### src/rtl/coeff_multiplier.sv
// Radix-4 shift-add multiplier (two multiplier bits per cycle, no DSP) feeding the
// Barrett reducer, with a one-entry valid/ready output hold and an operand range flag.
module coeff_multiplier #(
  parameter int Q_WIDTH    = 23,
  parameter int DATA_WIDTH = 48,
  parameter int Q          = 8380417
) (
  input  logic                  clk,
  input  logic                  rst_n,
  input  logic                  start,
  output logic                  in_ready,
  input  logic [Q_WIDTH-1:0]    a_in,
  input  logic [Q_WIDTH-1:0]    b_in,
  output logic [DATA_WIDTH-1:0] product,
  output logic                  out_valid,
  input  logic                  out_ready,
  output logic                  range_err
);

  // Handshake: an op is taken on a rising edge where start & in_ready; a product is
  // handed off on a rising edge where out_valid & out_ready. Nothing else moves data.

  localparam int DIGITS = (Q_WIDTH + 1) / 2;
  localparam int PP_W   = Q_WIDTH + 2;
  localparam int B_W    = 2 * DIGITS;
  localparam int IT_W   = 4;
  localparam logic [Q_WIDTH-1:0] Q_VAL   = Q_WIDTH'(Q);
  localparam logic [IT_W-1:0]    IT_LAST = IT_W'(DIGITS - 1);

  typedef enum logic [1:0] {
    IDLE = 2'd0,
    MULT = 2'd1,
    HOLD = 2'd2
  } state_t;

  state_t state, state_next;

  logic [Q_WIDTH-1:0]    a_reg;
  logic [PP_W-1:0]       a3_reg;
  logic [B_W-1:0]        b_sh;
  logic [DATA_WIDTH-1:0] acc;
  logic [IT_W-1:0]       iter;
  logic                  range_err_next;

  logic                  accept;
  logic                  last_digit;
  logic [PP_W-1:0]       pp;
  logic [DATA_WIDTH-1:0] sum;

  assign accept     = start & in_ready;
  assign last_digit = (iter == IT_LAST);

  // State register
  always_ff @(posedge clk or negedge rst_n) begin
    if (!rst_n) begin
      state <= IDLE;
    end else begin
      state <= state_next;
    end
  end

  // Next-state logic
  always_comb begin
    state_next = state;
    case (state)
      IDLE: if (accept) state_next = MULT;
      MULT: if (last_digit) state_next = HOLD;
      HOLD: if (out_ready) state_next = accept ? MULT : IDLE;
      default: state_next = IDLE;
    endcase
  end

  // Output logic
  always_comb begin
    in_ready = 1'b0;
    case (state)
      IDLE:    in_ready = 1'b1;
      HOLD:    in_ready = out_ready;
      default: in_ready = 1'b0;
    endcase
  end

  // Digit select: 3a is precomputed at accept so each cycle is a single add
  always_comb begin
    pp = '0;
    case (b_sh[1:0])
      2'd0: pp = '0;
      2'd1: pp = PP_W'(a_reg);
      2'd2: pp = PP_W'({a_reg, 1'b0});
      2'd3: pp = a3_reg;
      default: pp = '0;
    endcase
  end

  assign sum = acc + (DATA_WIDTH'(pp) << {iter, 1'b0});

  always_ff @(posedge clk or negedge rst_n) begin
    if (!rst_n) begin
      a_reg          <= '0;
      a3_reg         <= '0;
      b_sh           <= '0;
      acc            <= '0;
      iter           <= '0;
      range_err_next <= 1'b0;
      product        <= '0;
      out_valid      <= 1'b0;
      range_err      <= 1'b0;
    end else if (accept) begin
      a_reg          <= a_in;
      a3_reg         <= PP_W'(a_in) + PP_W'({a_in, 1'b0});
      b_sh           <= B_W'(b_in);
      acc            <= '0;
      iter           <= '0;
      range_err_next <= (a_in >= Q_VAL) | (b_in >= Q_VAL);
      out_valid      <= 1'b0;
      range_err      <= 1'b0;
    end else if (state == MULT) begin
      acc  <= sum;
      b_sh <= b_sh >> 2;
      iter <= iter + 1'b1;
      if (last_digit) begin
        product   <= sum;
        range_err <= range_err_next;
        out_valid <= 1'b1;
      end
    end else if ((state == HOLD) && out_ready) begin
      out_valid <= 1'b0;
      range_err <= 1'b0;
    end
  end

endmodule

### config.mk
export PLATFORM = sky130hd
export DESIGN_NAME = coeff_multiplier
export DESIGN_NICKNAME = d
export VERILOG_FILES = /design/src/rtl/coeff_multiplier.sv
export SDC_FILE = /design/constraint.sdc
export NUM_CORES = 1
export LEC_CHECK = 0
export CAP_MARGIN = 20
export CORE_MARGIN = 2
export CORE_UTILIZATION = 60
export DETAILED_ROUTE_END_ITERATION = 10
export PLACE_DENSITY_LB_ADDON = 0.1
export SLEW_MARGIN = 20
export SYNTH_ARGS = -nofsm -noshare
export SYNTH_HDL_FRONTEND = slang
export SYNTH_SLANG_ARGS = --single-unit
### constraint.sdc
create_clock -name clk -period 10.68 [get_ports clk]
set_input_delay 3.204 -clock clk [delete_from_list [all_inputs] [get_ports clk]]
set_output_delay 3.204 -clock clk [all_outputs]
set_load 0.05 [all_outputs]
* Word level (Yosys, flattened, before mapping)
Cells that the tools add are included.
** Cells by class
- Add/subtract/negate cells :: 3
- $mul :: 0
- Div/mod/pow operators :: 0
- Order comparisons :: 2
- Eq/ne operators :: 10
- Shifts and indexed selects :: 1
- Muxes and demuxes :: 20
- Bitwise logic cells :: 3
- Reductions and logical operators :: 8
** Operators by type and width (count)
- 25-bit one-hot mux with 4 select lines :: 1
- 48-bit two-way mux :: 2
- 48-bit adder :: 1
- 24-bit two-way mux :: 2
- 25-bit by 5-bit << shifter with 48-bit output :: 1
- 23-bit greater-or-equal comparator (second input constant) :: 2
- 23-bit by 24-bit adder with 25-bit output :: 1
- 1-bit two-way mux :: 8
- 4-bit two-way mux :: 2
- 2-bit equality test (second input constant) :: 3
- 2-bit two-way mux :: 3
- 2-bit != test (second input constant) :: 3
- 2-bit one-hot mux with 3 select lines :: 1
- 3-bit AND reduction :: 2
- 4-bit by 1-bit adder with 4-bit output (second input constant) :: 1
- 2-bit by 1-bit equality test with 1-bit output (second input constant) :: 2
- 4-bit equality test (second input constant) :: 1
- 2-bit zero test :: 2
- 3-bit != test (second input constant) :: 1
- 3-bit nonzero test :: 1
- 1-bit one-hot mux with 2 select lines :: 1
- 2-bit AND reduction :: 1
- 2-bit nonzero test :: 1
- 1-bit bitwise AND :: 1
- 3 further kinds :: 3
** Storage, ports and cells
- Register bits :: 177
- Latch bits :: 0
- Bits in writable memories :: 0
- ROM bits :: 0
- Bits of input ports :: 50
- Output and inout bits :: 51
- Logic and storage cells :: 57
- Memories kept :: 0

* Logic depth before layout (Yosys ltp)
- Word-level depth :: 6
- Gate-level depth with buffers :: 22
- Mapped depth without buffers :: 18

* Worst setup path before layout
OpenSTA, ideal clock, no wires.
- Kind :: in2out
- Start point :: input port out_ready
- End point :: output port in_ready
- Arrival time :: 4063 ps
- Data required time :: 7476 ps
- Slack :: 3413 ps
- Cell stages on the path :: 2
- Path buffers :: 0
- Path through :: nand2b_1 nor2b_1
** Between the ends
- Longest elaborated chain between the ends :: 1
** RTL lines
- start, declared :: line 16 : input logic out_ready,
- 1-bit one-hot mux with 2 select lines :: line 76 : case (state)
- end, declared :: line 11 : output logic in_ready,
No other way between the ends.

* Final worst setup path
Ends and elaborated chain as after synthesis.

==> qor.yml <==
synth:
  yosysMostFrequentCell: "nand2_1"
  synthTopCellsByArea: "dfrtp_1, ha_1, o21ai_0"
  synth_top_area_cell: "dfrtp_1"
  synth_edf_count: 0
  synth-main-ff-cell: "dfrtp_1"
  postSynth.asyncResetShare: 1.00
  synthCells: 1428
  synth-xor-area-share: 0.0462
  ys_warn_count: 0
  syn-num-nets: 1567
  yosysTopAreaCellShare: 0.361
  synthSimpleGateAreaFrac: 0.174
  avgSynthCellArea_um2: 8.49
  yosys-top-cells-count: "nand2_1, dfrtp_1, o21ai_0"
  ys_seq_elements: 175
  synth_compound_area_frac: 0.213
  muxShareOfSynthArea: 0.0731
  synth_top_family_by_area: "compound AO/OA/AOI/OAI gates"
  synthAdderAreaFrac: 0.0931
  synth_area_um2: 12100
  yosysUniqueCellTypes: 65
  ys_seq_area_frac: 0.361
sta:
  rsz0062_at_grt: "false"
  finalSetupViolCount: 0
  tns_ns: 0
  hold_violations: 0
  post-route-period-util: 0.764
  min_period_ns: 8.15
  tightest_slew_ns: 0.967
  fmaxAchievable_mhz: 123
  relSlewSlack: 0.355
  drv_slew: 0
  skew_ns: 0.0122
clock_network:
  cts_buffers: 17
  ctsHoldBuffers: 0
  cts.sinks: 175
  cts_tree: "done"
  clock_latency_ns: 0.45
  cts-root-buf: "clkbuf_16"
  cts_buffer_depth: 2
  post-cts-setup-buffers: 0
  ctsHtreeMaxLevel: 4
  postCtsResizedCells: 0
  clk_pin_slew_worst_paths_ns: 0.07
cells_and_area:
  fin_nets: 1609
  drive_gt1_frac: 0.0600
  syn_to_final_growth_pct: 14.0
  fill_cells: 1696
  diodes: 0
global_routing:
  grt_pass1_wl_mm: 50.7
  first_global_vias: 10166
  antenna_found_initial: 0
  track_usage: 0.290
  grt_max_degree: 100
  overflow: 0
floorplan:
  start_util: 0.605
  die_h_um: 146
  rows: 52
  die_w_um: 146
  io_pins: 101
  core_um2: 20000
  die_area_um2: 21400
detailed_routing:
  vias: 10572
  drc: 0
  wl_per_cell_um: 17.3
  antenna_left: 0
  first_pass_iters: 5
  wirelength_mm: 30.3
  post_drt_via_cell_ratio: 6.03
  drt-initial-drc-count: 641
placed_design:
  dp_hpwl_mm: 22.5
  place_congestion: 0.945
  port_buffers: 100
critical_path:
  timing_worst_setup_path_type: "in -> out"
  max_stage_delay_ns: 0.87
  cp-end-kind: "output port"
  cp_max_fo: 3
  arrival_ns: 4.95
  cpMaxStageDelayCell: "clkdlybuf4s50_1"
  cp_common_cell: "clkdlybuf4s50_1"
  worstPathCellList: "clkdlybuf4s50_1 > nand2b_1 > nor2b_1 > clkdlybuf4s50_1"
  cp.required_ns: 7.48
  critPathLaunchType: "input pin"
job:
  drv_cap: 0
run_status:
  status: "complete, no violations"
hold_path:
  hold_class: "reg -> reg"
==> through the flow <==
stage | hold slack, ns | instance area, um2 | setup WS [ns] | utilization | std cells
2_1_floorplan | 0.438 | 12100 | 3.41 | - | 1428
3_3_place_gp | 0.458 | 13200 | 2.55 | 0.660 | 1721
3_5_place_dp | 0.466 | 13200 | 2.52 | 0.660 | 1721
4_1_cts | 0.485 | 13800 | 2.52 | 0.690 | 1753
5_1_grt | 0.506 | 13800 | 2.48 | 0.690 | 1753
6_report | 0.480 | 13800 | 2.53 | 0.690 | 1753
==> worst max-delay path: cells and delay by family <==
| kind | cells | cell delay, ns |
|---|---|---|
| and+or+nand+nor | 2 | 0.41 |
| buffers and inverters | 2 | 1.33 |
==> final timing paths <==
path                             from          to  slack [ns]  depth (start not counted)
max                         out_ready    in_ready        2.53                          4
min                        product[3]  product[3]        0.48                          2
max reg2reg                   b_sh[1]     acc[36]        5.48                         19
min reg2reg                product[3]  product[3]        0.48                          2
max in group asynchronous       rst_n   a3_reg[7]        6.09                          3
min in group asynchronous       rst_n     acc[17]        2.70                          1
==> per-layer routing <==
metal | global-route usage | vias to the layer above | routed length [um]
li1 | - | 5174 | -
met1 | 0.385 | 5011 | 13300
met2 | 0.484 | 315 | 14600
met3 | 0.0425 | 72 | 1500
met4 | 0.107 | 0 | 934
met5 | 0 | - | 0
==> cell families after synthesis <==
group | count (synthesis)
compound gates | 418
xor+xnor | 64
fa+ha+maj | 89
buf+inv | 126
flops | 175
mux | 84
simple gates | 472
==> final cells by class <==
| class | count | area [um2] | share of cell area |
|---|---|---|---|
| Clock buffer | 17 | 425 | 0.0308 |
| Clock inverter | 15 | 168 | 0.0121 |
| Inverter | 35 | 131 | 0.00950 |
| Multi-Input combinational cell | 1127 | 7280 | 0.526 |
| Sequential cell | 175 | 4380 | 0.317 |
| Tap cell | 270 | 338 | 0.0244 |
| Timing Repair Buffer | 114 | 1110 | 0.0801 |
==> layout by cell type (no fill, tap or decap), types with 35 or more instances in the layout <==
cell             instances
xnor2_1                 35
a21oi_1                 72
nand3_1                 59
dfrtp_1                175
nor2_1                  78
mux2i_1                 56
nand2_1                230
o21ai_0                175
ha_1                    87
inv_1                   35
clkdlybuf4s50_1         99
Power is not shown: default switching activity piles up to over one toggle a cycle in this logic, so the estimate is an artifact.
==> edit, RTL diff (same settings) <==
Change the parameter `Q_WIDTH` from 23 to 19.
--- a/src/rtl/coeff_multiplier.sv
+++ b/src/rtl/coeff_multiplier.sv
@@ -1,7 +1,7 @@
 // Radix-4 shift-add multiplier (two multiplier bits per cycle, no DSP) feeding the
 // Barrett reducer, with a one-entry valid/ready output hold and an operand range flag.
 module coeff_multiplier #(
-  parameter int Q_WIDTH    = 23,
+  parameter int Q_WIDTH    = 19,
   parameter int DATA_WIDTH = 48,
   parameter int Q          = 8380417
 ) (
Ports: changed (resized a_in and b_in); port bits go from 101 to 93. No check against the original RTL was run, so the function may have changed too.
==> edit against the unedited design <==
  * Die area fell by 7.9%
  * Worst hold slack worse by 0.0046 ns
  * Sequential cell count shrank 12
  * Final area fell by 7.9%
  * Clock skew rose by 0.0021 ns
  * Worst setup slack better by 0.0087 ns
  * Area after synthesis is 8.1% lower
  * Routed wire length down 12%
  * Non-clock buffer count shrank 12
  * Highest routed layer unchanged
==> edit: results (changes against the unedited design) <==
- The count of placed standard cells including taps came to 1,560 (was 1,721).
- The placed standard-cell area is 12,100 um2 (was 13,200 um2).
- Dominant cells by area after synthesis: dfrtp_1, ha_1, o21ai_0, nand2_1, xnor2_1 (was dfrtp_1, ha_1, o21ai_0, nand2_1, mux2i_1).
- The minimum period implied by the final worst setup slack is 8.15 ns (about the same).
- The post-route cell area is 12,700 um2 (was 13,800 um2).
- Status: complete, no violations (unchanged).
- The number of buffers added on ports is 92 (was 100).
- The met2 usage in global routing is 45.3% (was 48.4%).
- The pin count of the biggest net entering global routing is 102 (was 100).
- The met1 layer usage reported by global route came to 38.1% (was 38.5%).
- Power spread over the standard cell area amounts to 365 nW/um2.
- The post-DP HPWL was 19.7 mm (was 22.5 mm).
- The number of vias per cell is 6.01 (was 6.03).
- The filler cell count is 1,465 (was 1,696).
- The highest net fanout along the worst path is 4 (was 3).
- The share of layout cells above drive strength 1 is 6.46% (was 6.00%).
- The portion of total power attributed to the clock network is 13.8%.
- The slew at the pin with the worst max-slew slack is 1.09 ns (was 0.967 ns).
- The reg-to-reg critical path endpoint is product[42]$_DFFE_PN0P_ (was acc[36]$_DFFE_PN0P_).
- The global-route wire length before repair is 44.4 mm (was 50.7 mm).
- The reg-to-reg setup timing slack came to 5.13 ns (was 5.48 ns).
- The synthesized net count is 1,432 (was 1,567).
- The remaining routing DRC violations is 0 (unchanged).
- The delay contributed by the slowest stage of the critical path is 0.82 ns (was 0.87 ns).
- The cell count of the worst reg-to-reg path is 20 (was 19).
- The worst hold path startpoint is product[20]$_DFFE_PN0P_ (was product[3]$_DFFE_PN0P_).
- The total wire length came to 26.8 mm (was 30.3 mm).
- Top cell types by occurrence after synthesis: nand2_1, o21ai_0, dfrtp_1 (was nand2_1, dfrtp_1, o21ai_0).
- The final cell count without fillers is 1,592 (was 1,753).
- The data arrival time of the worst path is 4.94 ns (was 4.95 ns).
- The final layout net count is 1,478 (was 1,609).
- The met3 global-route usage is 4.00% (was 4.25%).
- The number of standard cells after synthesis is 1,304 (was 1,428).
- The pre-CTS setup slack is 2.54 ns (was 2.52 ns).
- The buffer depth of the longest clock path was 2 (unchanged).
- The via count of the first global-routing pass is 8,981 (was 10,200).
==> edit: changes by cell type after synthesis, sizes merged, moves of 9 or more <==
cell	delta
a21oi	-11
xnor2	+9
a21o	+14
nand2	-31
o21ai	-16
xor2	-9
dfrtp	-12
nand4	-13
buf	-15
mux2i	-19
==> edit: metal layers <==
layer / up-vias / wire length [um]
met2: 257 / 12700
met5: - / 0
met1: 4542 / 12200
met3: 42 / 1220
li1: 4725 / -
met4: 0 / 598
==> edit: cell type report <==
type	count	share of cell area (%)
clock buffer	17	3.34
clock inverter	15	1.48
inverter	42	1.24
multi-input combinational	1024	51.8
sequential	163	32.0
tap	229	2.25
timing repair buffer	102	7.83
==> edit: kinds of logic after synthesis <==
| logic type | Yosys count | synth area share [%] |
|---|---|---|
| fa+ha+maj | 86 | 9.79 |
| simple gates | 419 | 16.6 |
| buf+inv | 117 | 4.36 |
| compound gates | 396 | 22.1 |
| xor+xnor | 64 | 5.03 |
| flops | 163 | 36.6 |
| mux | 59 | 5.55 |
